$ cat src/rtl/shake_pkg.sv
// ============================================================================
//  Module      : shake_pkg
//  Description : Shared constants and state type for the SHAKE256 datapath.
//  Revision    : 1.0 - initial release
// ============================================================================
`default_nettype none

package shake_pkg;

    localparam int       RATE_BYTES        = 136;
    localparam bit [7:0] SHAKE_DOMAIN_BYTE = 8'h1F;
    localparam bit [7:0] PAD_FINAL_BYTE    = 8'h80;

    typedef enum logic [1:0] {
        FILL = 2'd0,
        PAD  = 2'd1,
        EMIT = 2'd2
    } pad_state_t;

endpackage

`default_nettype wire

$ cat src/rtl/shake_pad.sv
// ============================================================================
//  Module      : shake_pad
//  Description : Byte-stream to rate-block packer with SHAKE multi-rate padding.
//                Optional macro SHAKE_PAD_BLKCNT_EN adds the blk_count output.
//  Revision    : 1.0 - initial release
// ============================================================================
`default_nettype none

module shake_pad
    import shake_pkg::*;
#(
    parameter int WIDTH_OUT = 1088
) (
    input  logic                 clk,
    input  logic                 reset,
    input  logic                 in_valid,
    output logic                 in_ready,
    input  logic [7:0]           in_data,
    input  logic                 in_keep,
    input  logic                 in_last,
    output logic                 blk_valid,
    input  logic                 blk_ready,
    output logic [WIDTH_OUT-1:0] blk_data,
    output logic                 blk_last,
    output logic                 busy
`ifdef SHAKE_PAD_BLKCNT_EN
    ,
    output logic [15:0]          blk_count
`endif
);

    localparam int RATE_BYTES = WIDTH_OUT / 8;

    pad_state_t           state_q, state_d;
    logic [7:0]           cnt_q, cnt_d;
    logic [WIDTH_OUT-1:0] buf_q, buf_d;
    logic                 pad_pend_q, pad_pend_d;
    logic                 last_q, last_d;
    logic                 busy_q, busy_d;
`ifdef SHAKE_PAD_BLKCNT_EN
    logic [15:0]          blk_count_q, blk_count_d;
`endif

    always_ff @(posedge clk) begin
        if (reset) begin
            state_q     <= FILL;
            cnt_q       <= '0;
            buf_q       <= '0;
            pad_pend_q  <= 1'b0;
            last_q      <= 1'b0;
            busy_q      <= 1'b0;
`ifdef SHAKE_PAD_BLKCNT_EN
            blk_count_q <= '0;
`endif
        end else begin
            state_q     <= state_d;
            cnt_q       <= cnt_d;
            buf_q       <= buf_d;
            pad_pend_q  <= pad_pend_d;
            last_q      <= last_d;
            busy_q      <= busy_d;
`ifdef SHAKE_PAD_BLKCNT_EN
            blk_count_q <= blk_count_d;
`endif
        end
    end

    always_comb begin
        state_d     = state_q;
        cnt_d       = cnt_q;
        buf_d       = buf_q;
        pad_pend_d  = pad_pend_q;
        last_d      = last_q;
        busy_d      = busy_q;
`ifdef SHAKE_PAD_BLKCNT_EN
        blk_count_d = blk_count_q;
`endif
        unique case (state_q)
            FILL: begin
                if (in_valid) begin
                    busy_d = 1'b1;
                    if (in_keep) begin
                        for (int i = 0; i < RATE_BYTES; i++) begin
                            if (cnt_q == 8'(i)) begin
                                buf_d[WIDTH_OUT-1-8*i -: 8] = in_data;
                            end
                        end
                        cnt_d = cnt_q + 8'd1;
                        if (cnt_q == 8'(RATE_BYTES - 1)) begin
                            // A message ending exactly on a block boundary still owes a pad-only block.
                            state_d    = EMIT;
                            last_d     = 1'b0;
                            pad_pend_d = in_last;
                        end else if (in_last) begin
                            state_d = PAD;
                        end
                    end else if (in_last) begin
                        state_d = PAD;
                    end
                end
            end
            PAD: begin
                for (int i = 0; i < RATE_BYTES; i++) begin
                    if (cnt_q == 8'(i)) begin
                        buf_d[WIDTH_OUT-1-8*i -: 8] = buf_q[WIDTH_OUT-1-8*i -: 8] | SHAKE_DOMAIN_BYTE;
                    end
                end
                // OR onto buf_d so a domain byte landing in the last lane merges into 0x9F.
                buf_d[7:0] = buf_d[7:0] | PAD_FINAL_BYTE;
                state_d    = EMIT;
                last_d     = 1'b1;
            end
            EMIT: begin
                if (blk_ready) begin
                    buf_d  = '0;
                    cnt_d  = '0;
                    last_d = 1'b0;
                    if (last_q) begin
                        busy_d = 1'b0;
                    end
`ifdef SHAKE_PAD_BLKCNT_EN
                    if (last_q) begin
                        blk_count_d = '0;
                    end else if (blk_count_q != 16'hFFFF) begin
                        blk_count_d = blk_count_q + 16'd1;
                    end
`endif
                    if (pad_pend_q) begin
                        state_d    = PAD;
                        pad_pend_d = 1'b0;
                    end else begin
                        state_d = FILL;
                    end
                end
            end
            default: begin
                state_d = FILL;
            end
        endcase
    end

    assign in_ready  = (state_q == FILL) && !reset;
    assign blk_valid = (state_q == EMIT);
    assign blk_last  = (state_q == EMIT) && last_q;
    assign blk_data  = buf_q;
    assign busy      = busy_q || (in_valid && in_ready);
`ifdef SHAKE_PAD_BLKCNT_EN
    assign blk_count = blk_count_q;
`endif

endmodule

`default_nettype wire

$ cat config.mk
export PLATFORM = sky130hd
export DESIGN_NAME = shake_pad
export DESIGN_NICKNAME = d
export VERILOG_FILES = /design/src/rtl/shake_pkg.sv /design/src/rtl/shake_pad.sv
export SDC_FILE = /design/constraint.sdc
export NUM_CORES = 2
export LEC_CHECK = 0
export CORE_AREA = 2 2 429 431
export DETAILED_ROUTE_END_ITERATION = 6
export DIE_AREA = 0 0 431 433
export GPL_ROUTABILITY_DRIVEN = 0
export PLACE_DENSITY = 0.5
export SYNTH_ARGS = -nofsm -noshare
export SYNTH_HDL_FRONTEND = slang
export SYNTH_SLANG_ARGS = --single-unit
$ cat constraint.sdc
create_clock -name clk -period 2.89 [get_ports clk]
set_input_delay 0.867 -clock clk [delete_from_list [all_inputs] [get_ports clk]]
set_output_delay 0.867 -clock clk [all_outputs]
set_load 0.01 [all_outputs]
==> flow_summary.yaml <==
synthesis:
  synth_cells: 4269
  seq_area_frac_synth_pct: 49.5
  ys_warn_count: 0
  ys_seq_elements: 1101
  syn_area_um2: 44500
  synth.area.top_cells: "dfxtp_1 (50%), mux2i_1 (24%), nand2b_1 (15%), clkbuf_1 (2.6%), o21ai_0 (2.3%)"
  synth_largest_area_cell: "dfxtp_1"
  async_flop_share_pct: 0
  synth_top_area_share_pct: 49.5
  synth_edf_count: 0
  synthFlopType: "dfxtp_1"
  yosys.cell_types.count: 42
  syn_nets: 4291
  synth_area_per_cell_um2: 10.4
clock_tree:
  cts_buffers: 137
  clkTransAtPathRegs_ns: 0.06
  cts_hold_buf: 0
  clk_path_buf_depth: 3
  worstSkewPairLatency_ns: 0.79
  root_buffer: "clkbuf_16"
  cts_tree: "done"
  cts_sinks: 1101
  htree_levels: 4
floorplan:
  initial_core_util_pct: 24.4
  row_count: 157
  ios: 1106
  core_um2: 182000
  die_area_um2: 187000
  die_h_um: 433
  die_w_um: 431
power:
  vdd_drop_max_v: 0.000836
  power_switching_mw: 26.6
  seq_power_share_pct: 29.2
  powerDensity_nw_per_um2: 1090
  pwr-share-clk_pct: 25.1
  swShare_pct: 36.9
  pwr-share-comb_pct: 45.7
  leakage_nw: 28.5
  p_int_mw: 45.6
grt:
  globalRouteOverflowTotal: 0
  grt_max_degree: 164
  track_usage_pct: 22.6
  grt_pass1_vias: 35524
  antenna_found_initial: 23
  grt_pass1_wl_mm: 297
cells_and_area:
  fillCellCount: 17999
  drive_above_1_share_pct: 10.7
  ff_latch_area_um2: 22000
  multi_input_area_um2: 21300
  finalNonFillerCells: 7967
  syn2layout_area_growth_pct: 49.0
  layout.cells.most_common_list: "dfxtp_1 (1098), nand2b_1 (1096), mux2i_1 (1088), clkdlybuf4s50_1 (1068), nand2_1 (243)"
  nets: 5498
  mostFrequentLayoutCell: "dfxtp_1"
worst_setup_path:
  end_kind: "output port"
  worst-setup-path-type: "reg -> out"
  crit_fanout: 2
  cp_num_buf_inv: 1
  crit_arrival_ns: 2.00
  crit_path_start_kind: "register"
  crit_family: "buffers and inverters"
  critical_path_required_ns: 2.02
  slowest_stage: "clkdlybuf4s50_1"
  cpPeakStageDelay_ns: 0.87
  path_cells: "clkdlybuf4s50_1"
place:
  portBuffers: 1105
  hpwl_mm: 156
  place_inst: 7719
  dp_slack_ns: -0.377
detailed_routing:
  drt_iter0_drc: 1972
  drc: 0
  vias: 35657
  vias_per_cell: 4.48
  first_pass_iters: 5
  wl_per_cell_um: 27.4
  wirelength_mm: 218
  ant_nets: 0
worst_hold_path:
  hold_path_class: "reg -> reg"
timing:
  finalSetupViolCount: 0
  fin_crit_ns: 2.87
  max_freq_mhz: 348
  finClkSkew_ns: 0.0217
  relSlewSlack_pct: 33.6
  layout_setup_ws_ns: 0.0202
  finalHoldViolCount: 0
  rsz0062_at_grt: "false"
  slew_violations: 0
  period_share_pct: 99.3
  tightest_slew_ns: 0.996
flow_run:
  maxCapViolations: 0
run_status:
  status: "finished clean"
==> area by class of cell <==
cell class | count | area share, %
Sequential cell | 1101 | 33.2
Antenna cell | 5 | 0.0189
Inverter | 5 | 0.0321
Tap cell | 2385 | 4.50
Clock buffer | 207 | 6.33
Timing Repair Buffer | 1413 | 23.0
Clock inverter | 33 | 0.742
Multi-Input combinational cell | 2818 | 32.1
==> cell usage after synthesis (4+ instances only) <==
cell / number
mux2i_1: 1088
nand2b_1: 1096
a21oi_1: 6
nor2_1: 16
dfxtp_1: 1101
inv_1: 5
nor4_1: 4
a21oi_2: 36
nand3_1: 6
nor4b_1: 5
nand3b_1: 10
nor3b_2: 4
nand2_1: 245
nor3_1: 6
xnor2_1: 6
buf_1: 7
o21ai_0: 204
clkbuf_1: 311
a21o_1: 41
ha_1: 8
buf_2: 27
==> logic make-up (layout without fill, tap and decap cells) <==
| kind of cell | Yosys count | after routing | synth area share, % |
|---|---|---|---|
| and+or+nand+nor | 1421 | 1421 | 18.7 |
| muxes | 1088 | 1088 | 24.5 |
| AOI/OAI and AO/OA | 295 | 295 | 3.90 |
| adders and majority gates | 8 | 8 | 0.225 |
| xor gates and xnor gates | 6 | 6 | 0.118 |
| other | 0 | 5 | 0 |
| buffers and inverters | 350 | 1658 | 3.03 |
| DFF | 1101 | 1101 | 49.5 |
==> stage by stage <==
| stage | utilization [%] | total power, mW | area (um2) | setup TNS [ns] | hold WS [ns] |
|---|---|---|---|---|---|
| global route | 36.4 | 75.3 | 66300 | 0 | 0.490 |
| detailed placement | 33.8 | 54.7 | 61600 | -247.32 | 0.462 |
| finish | 36.4 | 72.2 | 66300 | 0 | 0.470 |
| CTS | 36.4 | 73.2 | 66300 | 0 | 0.425 |
| global placement | 33.8 | 54.7 | 61600 | -278.73 | 0.459 |
| floorplan | - | 34.9 | 44500 | 0 | 0.454 |
==> metal layers <==
layer / part of all wire, % / track usage (%) / up-vias / wire [um]
li1: - / - / 16655 / -
met3: 5.9 / 5.26 / 261 / 13000
met5: 0 / 0 / - / 0
met1: 42 / 27.5 / 17689 / 90900
met2: 49 / 38.4 / 1052 / 106000
met4: 3.8 / 8.59 / 0 / 8300
==> flip-flops by register name, summed over array words and instances, names as in the netlist <==
name / flops
pad_pend_q: 1
state_q: 2
busy_q: 1
cnt_q: 8
blk_data: 1088
last_q: 1
==> timing repair <==
item	in CTS	in global routing
gates resized for setup	46	1
setup endpoints to repair	41	2
pin swaps	2	1
setup buffers	3	0
==> power groups by stage <==
| stage | Combinational [mW] | Clock (mW) | Sequential [mW] |
|---|---|---|---|
| detailed placement | 33.4 | 0 | 21.3 |
| global placement | 33.4 | 0 | 21.2 |
| finish | 33.0 | 18.1 | 21.1 |
| floorplan | 12.3 | 0 | 22.7 |
| global route | 34.7 | 19.1 | 21.5 |
| CTS | 33.6 | 18.6 | 21.1 |
==> final timing paths <==
| check | start | to | slack, ns | depth (start not counted) |
|---|---|---|---|---|
| hold / removal | blk_data[954] | blk_data[954] | 0.47 | 2 |
| setup reg to reg | state_q[1] | blk_data[773] | 0.12 | 11 |
| setup / recovery | blk_data[429] | blk_data[429] | 0.02 | 1 |
| hold reg to reg | blk_data[954] | blk_data[954] | 0.47 | 2 |
Note: power is estimated with default switching activity, not from simulation.
